## src/rtl/axis_ask_uart_rx_pkg.sv

```systemverilog
// axis_ask_uart_rx_pkg: shared RX state encoding, frame constants and pointer-width helper
package axis_ask_uart_rx_pkg;
    localparam logic [2:0] ST_IDLE  = 3'd0;
    localparam logic [2:0] ST_START = 3'd1;
    localparam logic [2:0] ST_DATA  = 3'd2;
    localparam logic [2:0] ST_STOP  = 3'd3;
    localparam logic [2:0] ST_BREAK = 3'd4;
    localparam int DATA_BITS   = 8;
    localparam int SYNC_STAGES = 2;
    function automatic int clog2(input int n);
        int r;
        r = 0;
        while ((1 << r) < n) r++;
        return r;
    endfunction
endpackage

```

## src/rtl/axis_byte_fifo.sv

```systemverilog
// axis_byte_fifo: byte FIFO with registered first-word-fall-through AXI-Stream output
// Ports: clk, rst (sync, active-high); push/din write side with full flag;
// o_tdata/o_tvalid/o_tready AXI-S master; level = bytes held, zero-extended to 16 bits.
module axis_byte_fifo
    import axis_ask_uart_rx_pkg::*;
#(
    parameter int DEPTH = 16
) (
    input  logic        clk,
    input  logic        rst,
    input  logic        push,
    input  logic [7:0]  din,
    output logic        full,
    output logic [7:0]  o_tdata,
    output logic        o_tvalid,
    input  logic        o_tready,
    output logic [15:0] level
);
    localparam int AW = clog2(DEPTH);
    localparam int CW = AW + 1;
    logic [7:0]    mem [DEPTH];
    logic [AW-1:0] wr_ptr, rd_ptr, rd_next;
    logic [CW-1:0] count, count_next;
    logic          pop, push_ok, valid_next;
    // A push while full is dropped even if a pop happens in the same cycle.
    assign full       = count == CW'(DEPTH);
    assign pop        = o_tvalid && o_tready;
    assign push_ok    = push && !full;
    assign rd_next    = pop ? rd_ptr + AW'(1) : rd_ptr;
    assign count_next = (push_ok && !pop) ? count + CW'(1) :
                        (!push_ok && pop) ? count - CW'(1) : count;
    // The output stage only sees words committed before this edge, which gives
    // the one-cycle lag from push to o_tvalid.
    assign valid_next = pop ? count > CW'(1) : count != '0;
    assign level      = 16'(count);
    always_ff @(posedge clk) begin
        if (push_ok) mem[wr_ptr] <= din;
    end
    always_ff @(posedge clk) begin
        if (rst) begin
            wr_ptr   <= '0;
            rd_ptr   <= '0;
            count    <= '0;
            o_tvalid <= 1'b0;
            o_tdata  <= '0;
        end else begin
            wr_ptr   <= push_ok ? wr_ptr + AW'(1) : wr_ptr;
            rd_ptr   <= rd_next;
            count    <= count_next;
            o_tvalid <= valid_next;
            o_tdata  <= valid_next ? mem[rd_next] : o_tdata;
        end
    end
endmodule

```

## src/rtl/axis_ask_uart_rx.sv

```systemverilog
// axis_ask_uart_rx: ASK UART 8N1 receiver delivering bytes on an AXI-Stream master port
// Ports: clk, rst (sync, active-high); ask_rx = async ASK amplitude code;
// o_tdata/o_tvalid/o_tready AXI-S byte output; fifo_level = bytes buffered;
// frame_err / overrun = one-cycle pulses for bad stop bit / byte dropped on full FIFO.
module axis_ask_uart_rx
    import axis_ask_uart_rx_pkg::*;
#(
    parameter int ask_rx_length = 2,
    parameter int ask_threshold = 2,
    parameter int RX_SIZE       = 16,
    parameter int clkdiv_rx     = 100
) (
    input  logic                     clk,
    input  logic                     rst,
    input  logic [ask_rx_length-1:0] ask_rx,
    output logic [7:0]               o_tdata,
    output logic                     o_tvalid,
    input  logic                     o_tready,
    output logic [15:0]              fifo_level,
    output logic                     frame_err,
    output logic                     overrun
);
    localparam logic [15:0] HALF_LAST = 16'(clkdiv_rx / 2 - 1);
    localparam logic [15:0] BIT_LAST  = 16'(clkdiv_rx - 1);
    logic [SYNC_STAGES-1:0] sync;
    logic [2:0]             state;
    logic [15:0]            cnt;
    logic [2:0]             bit_idx;
    logic [7:0]             shreg;
    logic                   line, tick, full, push;
    // Synchronizer presets to mark so reset never looks like a start bit.
    always_ff @(posedge clk) begin
        if (rst) sync <= '1;
        else     sync <= {sync[SYNC_STAGES-2:0], ask_rx >= ask_rx_length'(ask_threshold)};
    end
    assign line = sync[SYNC_STAGES-1];
    assign tick = cnt == '0;
    assign push = state == ST_STOP && tick && line && !full;
    always_ff @(posedge clk) begin
        if (rst) begin
            state     <= ST_IDLE;
            cnt       <= '0;
            bit_idx   <= '0;
            shreg     <= '0;
            frame_err <= 1'b0;
            overrun   <= 1'b0;
        end else begin
            frame_err <= 1'b0;
            overrun   <= 1'b0;
            case (state)
                ST_IDLE: if (!line) begin
                    state <= ST_START;
                    cnt   <= HALF_LAST;
                end
                ST_START: if (!tick) cnt <= cnt - 16'd1;
                else if (line) state <= ST_IDLE;
                else begin
                    state   <= ST_DATA;
                    cnt     <= BIT_LAST;
                    bit_idx <= '0;
                end
                ST_DATA: if (!tick) cnt <= cnt - 16'd1;
                else begin
                    shreg   <= {line, shreg[7:1]};
                    cnt     <= BIT_LAST;
                    bit_idx <= bit_idx + 3'd1;
                    if (bit_idx == 3'(DATA_BITS - 1)) state <= ST_STOP;
                end
                ST_STOP: if (!tick) cnt <= cnt - 16'd1;
                else if (line) begin
                    overrun <= full;
                    state   <= ST_IDLE;
                end else begin
                    frame_err <= 1'b1;
                    state     <= ST_BREAK;
                end
                // Held-low line must return to mark before a new start is accepted.
                ST_BREAK: if (line) state <= ST_IDLE;
                default: state <= ST_IDLE;
            endcase
        end
    end
    axis_byte_fifo #(.DEPTH(RX_SIZE)) u_fifo (
        .clk      (clk),
        .rst      (rst),
        .push     (push),
        .din      (shreg),
        .full     (full),
        .o_tdata  (o_tdata),
        .o_tvalid (o_tvalid),
        .o_tready (o_tready),
        .level    (fifo_level)
    );
endmodule

```

## config.mk

```make
export PLATFORM = sky130hd
export DESIGN_NAME = axis_ask_uart_rx
export DESIGN_NICKNAME = d
export VERILOG_FILES = /design/src/rtl/axis_ask_uart_rx_pkg.sv /design/src/rtl/axis_byte_fifo.sv /design/src/rtl/axis_ask_uart_rx.sv
export SDC_FILE = /design/constraint.sdc
export NUM_CORES = 1
export LEC_CHECK = 0
export ABC_AREA = 1
export CORE_UTILIZATION = 45
export DETAILED_ROUTE_END_ITERATION = 10
export MAX_ROUTING_LAYER = met4
export PLACE_DENSITY = 0.72
export SYNTH_ARGS = -nofsm -noshare
export SYNTH_HDL_FRONTEND = slang
export SYNTH_SLANG_ARGS = --single-unit
export TNS_END_PERCENT = 20
```

## constraint.sdc

```tcl
create_clock -name clk -period 3 [get_ports clk]
set_input_delay 0.3 -clock clk [delete_from_list [all_inputs] [get_ports clk]]
set_output_delay 0.3 -clock clk [all_outputs]
set_load 0.1 [all_outputs]
```

# Yosys cells after proc, flatten, opt, wreduce, memory -nomap -nowiden
# Memories as Yosys holds them, arrays and structs flattened. A register that Yosys moved wholly into a read port is not among the register bits.
# Index checks and enable logic that the tools add are counted.
# totals
ram_bits	128
ff_bits	48
mem_count	1
# memory_table
memory	words	width	read_ports	rd_clocked_by_memory_dff	wr	line_no	rtl
u_fifo.mem	16	8	1	1	1	axis_byte_fifo.sv:21	logic [7:0] mem [DEPTH];
# op_classes
n_eq_ne	15
addsub	6
n_bitwise	3
mux	26
magnitude_cmp	2
reduce_logical	22
# op_table
cell	count
$mux 16	5
$pmux 16 s4	1
$mux 3	10
$logic_not 16->1	1
$ne 2x2->1 const B	8
$sub 16x1->16 const B	1
$pmux 3 s5	1
$mux 5	2
$add 4x1->4 const B	2
$reduce_and 4->1	2
$logic_and 1x1->1	7
$eq 3x2->1 const B	2
$eq 3x3->1 const B	2
$pmux 3 s2	1
$reduce_and 6->1	1
$add 5x1->5 const B	1
$eq 5x5->1 const B	1
$gt 5x1->1 const B	1
$reduce_bool 5->1	1
$sub 5x1->5 const B	1
$mux 1	4
$mux 4	1
$reduce_bool 2->1	2
$reduce_bool 4->1	1
11 further kinds	15

# Depth between registers and ports, before layout
# depth
word_depth	9
mapped_depth	13

# Hierarchy
# From an unflattened synthesis, not the netlist that was laid out.
# unflattened
cells_unflattened	952
hier_area_um2	8799.7
# modules_own_cells
module	n_inst	cells_per_inst	seq_area_each_um2	area_each_um2
axis_byte_fifo	1	661	4284.1	6875.3
axis_ask_uart_rx	1	291	680.7	1924.3

# Worst setup path before layout
# No wires, ideal clock.
# synth_timing
kind	register -> register
from	register u_fifo.count[0]
to	memory u_fifo.mem[10][0], enable pin
arrival_ns	2.443
stages_incl_launch_ff	10
setup_ns	0.370
path_slack_ns	0.187
n_path_buf	0
t_required_ns	2.630
synth_period_minus_slack_ns	2.813
path_cell_list	dfxtp_1 > inv_1 > ha_1 > inv_1 > nor2_1 > nand2_1 > nand4_2 > inv_2 > nand2_1 > nor2_1
# synth_via
elab_chain_cells	6
# synth_rtl
element	line_no	rtl
start: declaration	axis_byte_fifo.sv:23	logic [CW-1:0] count, count_next;
start signal: assignment	axis_byte_fifo.sv:49	count <= count_next;
$eq 5x5->1 *	axis_byte_fifo.sv:26	assign full = count == CW'(DEPTH);
$logic_not 1->1 *	axis_byte_fifo.sv:28, axis_ask_uart_rx.sv:38	
$logic_and 1x1->1	axis_ask_uart_rx.sv:38	assign push = state == ST_STOP && tick && line && !full;
$logic_and 1x1->1 *	axis_byte_fifo.sv:28	assign push_ok = push && !full;
named net u_fifo.push_ok	axis_byte_fifo.sv:24	logic pop, push_ok, valid_next;
$mux 1 *	axis_byte_fifo.sv:37	if (push_ok) mem[wr_ptr] <= din;
$mux 1 (implied by the code) *	axis_byte_fifo.sv:37	
end: declaration	axis_byte_fifo.sv:21	
# Mark *: on every way through the listed nets, which the timed path passes. The rest lies on a longest branch.

# Worst setup path in the final report
# layout_timing
from	register u_fifo.count[0]
to	memory u_fifo.mem[2][0], enable pin
# Same word-level chain as after synthesis.

==> impl_results.md <==
* CTS Root Cell: clkbuf_16
* # hold bufs at CTS at 0
* Wire per inst at ~16 um
* Die area at a little under 20,000 um2
* Area Growth Syn to Fin at 11.64%
* WP data required at about 3.1 ns
* Remaining DRCs at 0
* Port Buffers at 19
* Worst Setup End Kind: flip-flop
* Largest cells by area after synthesis: edfxtp_1 (45%), dfxtp_1 (13%), nand3_1 (8.1%)
* H-tree depth at 4
* Area of the multi-input gates at 2889 um2
* Seq. cell area at approximately 5000 um2
* Layout cell share with drive strength beyond 1 at roughly 11%
* Cells after synthesis at between 900 and 1,000
* Setup TNS at 0 ns
* Largest net degree at the start of global routing at 66
* Post-synth EDFFs at 128
* Vias in the first global route at around 5,800
* Vias per cell at ~5.2
* #FFs+latches synth at about 180
* Detailed placement HPWL at 11.22 mm
* Final number of setup-violating endpoints at 0
* Initial antenna violation count at 0
* CTS tree: done
* Ant. Diodes at 0
* Capturing point of the worst reg2reg path: u_fifo.mem[2][0]$_DFFE_PP_
* Drt pass-1 iters at 5
* Fin. Hold Viols at 0
* CTS buffer count at 17
* Yosys top cell area share at 44.66%
* Hold_sp: sync[0]$_SDFF_PP1_
* Clock skew at a little under 0.01 ns
* # IOs at 32
* Core area at around 19,000 um2
* Syn_area_per_cell at 9.521 um2
* Max_cap viols at 0
* Post_cts resized at 0
* Endpoint, Worst Hold: sync[1]$_SDFF_PP1_
* Post-route minimum period at 2.349 ns
* Fin cells at ~1,200
* Die Height at around 140 um
* Pwr dens at roughly 800 nW/um2
* Worst-path fanout max at 7
* Global-route wire length before repair at slightly below 30 mm
* FF-to-FF setup slack at around 0.65 ns
* Hold Crit Class: flip-flop to flip-flop
* Routed vias at 6,119
* Status: complete, no violations
* GRT Total Usage at 20.43%
* Post-Syn Area at 8607 um2
* CTS sink count at about 180
* Cell types with the highest counts after synthesis: nand3_1 (139), nand2_1 (136), edfxtp_1 (128), inv_1 (119), nor2_1 (75)
* Hold depth at 1
* Clk buf depth at 2
* Clock slew at reported path FFs at 0.06 ns
* Overflow after GRT at 0
* Max-slew violation count at 0
* YS warnings at 0
* Most common cell in the netlist: nand3_1
* Die width at 140.3 um
* CP Class: flip-flop to flip-flop
* Yosys cell types at 42
* Worst EP arrival at approximately 2.5 ns
* Worst skew pair latency at approximately 0.43 ns
* Routability Congestion at between 0.8 and 0.9
* Seq/Total Area, Yosys at a little under 60%
* Fmax at approximately 430 MHz
* Slew HR at between 30% and 40%
* Inst Count DP at around 1,100
* Ys flop type: edfxtp_1
* Worst r2r src: u_fifo.count[0]$_SDFFE_PP0P_
* Row Count at 50
* Critical Path Start Type: flip-flop
* RSZ-0062 raised after global routing: false
* Max IR drop VDD at roughly 0.64 mV
* Routed WL at 18.42 mm
* DRT iter0 DRCs at about 420
* Slew @ Worst Pin at between 0.9 and 1 ns
* Buffer count from post-CTS setup fixing at 0
* Initial Utilization at ~46%
* Dominant cell type by area after synthesis: edfxtp_1
* Post-synth ARST share at 0%
* Leakage at just over 4 nW
* Reg2Reg Depth at 10
* Crit share post-route at between 70% and 80%
* Fill cells at 1,664
* Antenna violation net count after detailed routing at 0
* Fin nets at between 900 and 1,000
==> power breakdown <==
| part | internal (mW) | leakage (nW) | switching, mW |
|---|---|---|---|
| logic | 0.795 | 2.17 | 1.85 |
| registers | 2.85 | 1.70 | 0.142 |
| clock network | 1.19 | 0.271 | 0.938 |
| total | 4.83 | 4.14 | 2.93 |
==> layout by cell type (no fill, tap or decap), types with 4 or more instances in the layout <==
cell	count
o21ai_0	22
nand2_1	134
o21ai_1	17
inv_1	119
clkdlybuf4s50_1	8
clkbuf_16	17
nor2_2	6
inv_2	13
nor3_1	11
nand4_1	8
nand3_1	139
ha_1	13
xor2_1	7
edfxtp_1	128
conb_1	11
a21oi_1	22
nand2_2	4
dfxtp_1	56
nand3b_1	56
nor2_1	75
buf_4	32
==> worst max-delay path by stage <==
stage                                 startpoint  cells past startpoint  slack (ns)                              to
finish              u_fifo.count[0]$_SDFFE_PP0P_                     10        0.65      u_fifo.mem[2][0]$_DFFE_PP_
floorplan           u_fifo.count[0]$_SDFFE_PP0P_                      9        0.19     u_fifo.mem[10][0]$_DFFE_PP_
global placement                        o_tready                     10        0.63  u_fifo.o_tdata[5]$_SDFFE_PP0P_
global route        u_fifo.count[0]$_SDFFE_PP0P_                     12        0.38    u_fifo.count[4]$_SDFFE_PP0P_
detailed placement                      o_tready                     10        0.63  u_fifo.o_tdata[5]$_SDFFE_PP0P_
CTS                 u_fifo.count[0]$_SDFFE_PP0P_                     10        0.66      u_fifo.mem[2][0]$_DFFE_PP_
==> cell type report <==
type / instances / share of cell area (%)
clock buffer: 21 / 4.792
clock inverter: 11 / 1.029
inverter: 135 / 5.443
multi-input combinational: 547 / 30.07
sequential: 184 / 51.67
tap: 234 / 3.047
timing repair buffer: 43 / 3.958
==> metrics by stage <==
| step | cell area, um2 | utilization, % | setup slack [ns] | hold slack [ns] | total power, mW |
|---|---|---|---|---|---|
| 2_1_floorplan | 8645 | - | 0.1868 | 0.3895 | 5.170 |
| 3_3_place_gp | 9050 | 48.38 | 0.6348 | 0.3934 | 5.630 |
| 3_5_place_dp | 9050 | 48.38 | 0.6337 | 0.4012 | 5.675 |
| 4_1_cts | 9609 | 51.37 | 0.6625 | 0.4193 | 7.789 |
| 5_1_grt | 9609 | 51.37 | 0.3789 | 0.4477 | 8.214 |
| 6_report | 9609 | 51.37 | 0.6514 | 0.4139 | 7.757 |
==> routing by layer <==
| metal | share of wire (%) | track usage [%] | vias to the layer above | routed length [um] |
|---|---|---|---|---|
| met5 | 0 | - | - | 0 |
| met4 | 1.4 | 6.651 | 0 | 257 |
| met3 | 5.0 | 3.556 | 21 | 917 |
| met2 | 49 | 33.76 | 159 | 9116 |
| met1 | 44 | 25.48 | 2905 | 8128 |
| li1 | - | - | 3034 | - |
==> state kept, by name, summed over array words and instances, names as in the netlist <==
signal,cells
cnt,16
frame_err,1
u_fifo.rd_ptr,4
u_fifo.wr_ptr,4
u_fifo.count,5
state,3
u_fifo.o_tvalid,1
overrun,1
bit_idx,3
u_fifo.mem,128
u_fifo.o_tdata,8
shreg,8
sync,2
==> critical path: stages, from the launching register on <==
cell     delay (ns)
dfxtp_1        0.44
inv_1          0.11
ha_1           0.22
inv_1          0.08
nor2_1         0.06
nand2_1        0.16
nand4_2        0.18
inv_2          0.17
nand2_1        0.20
nor2_1         0.23
buf_4          0.21
==> kinds of logic (layout without fill, tap and decap cells) <==
logic type,after synthesis,count (layout),share of synthesized area (%)
buffers and inverters,183,210,9.246
AND/OR/NAND/NOR,443,443,25.03
XOR/XNOR,12,12,1.745
adder cells (fa/ha/maj),13,13,1.890
other,1,11,0.04357
flip-flops,184,184,57.68
AO/OA/AOI/OAI,68,68,4.361
No activity file was read; power rests on OpenSTA's default activity.
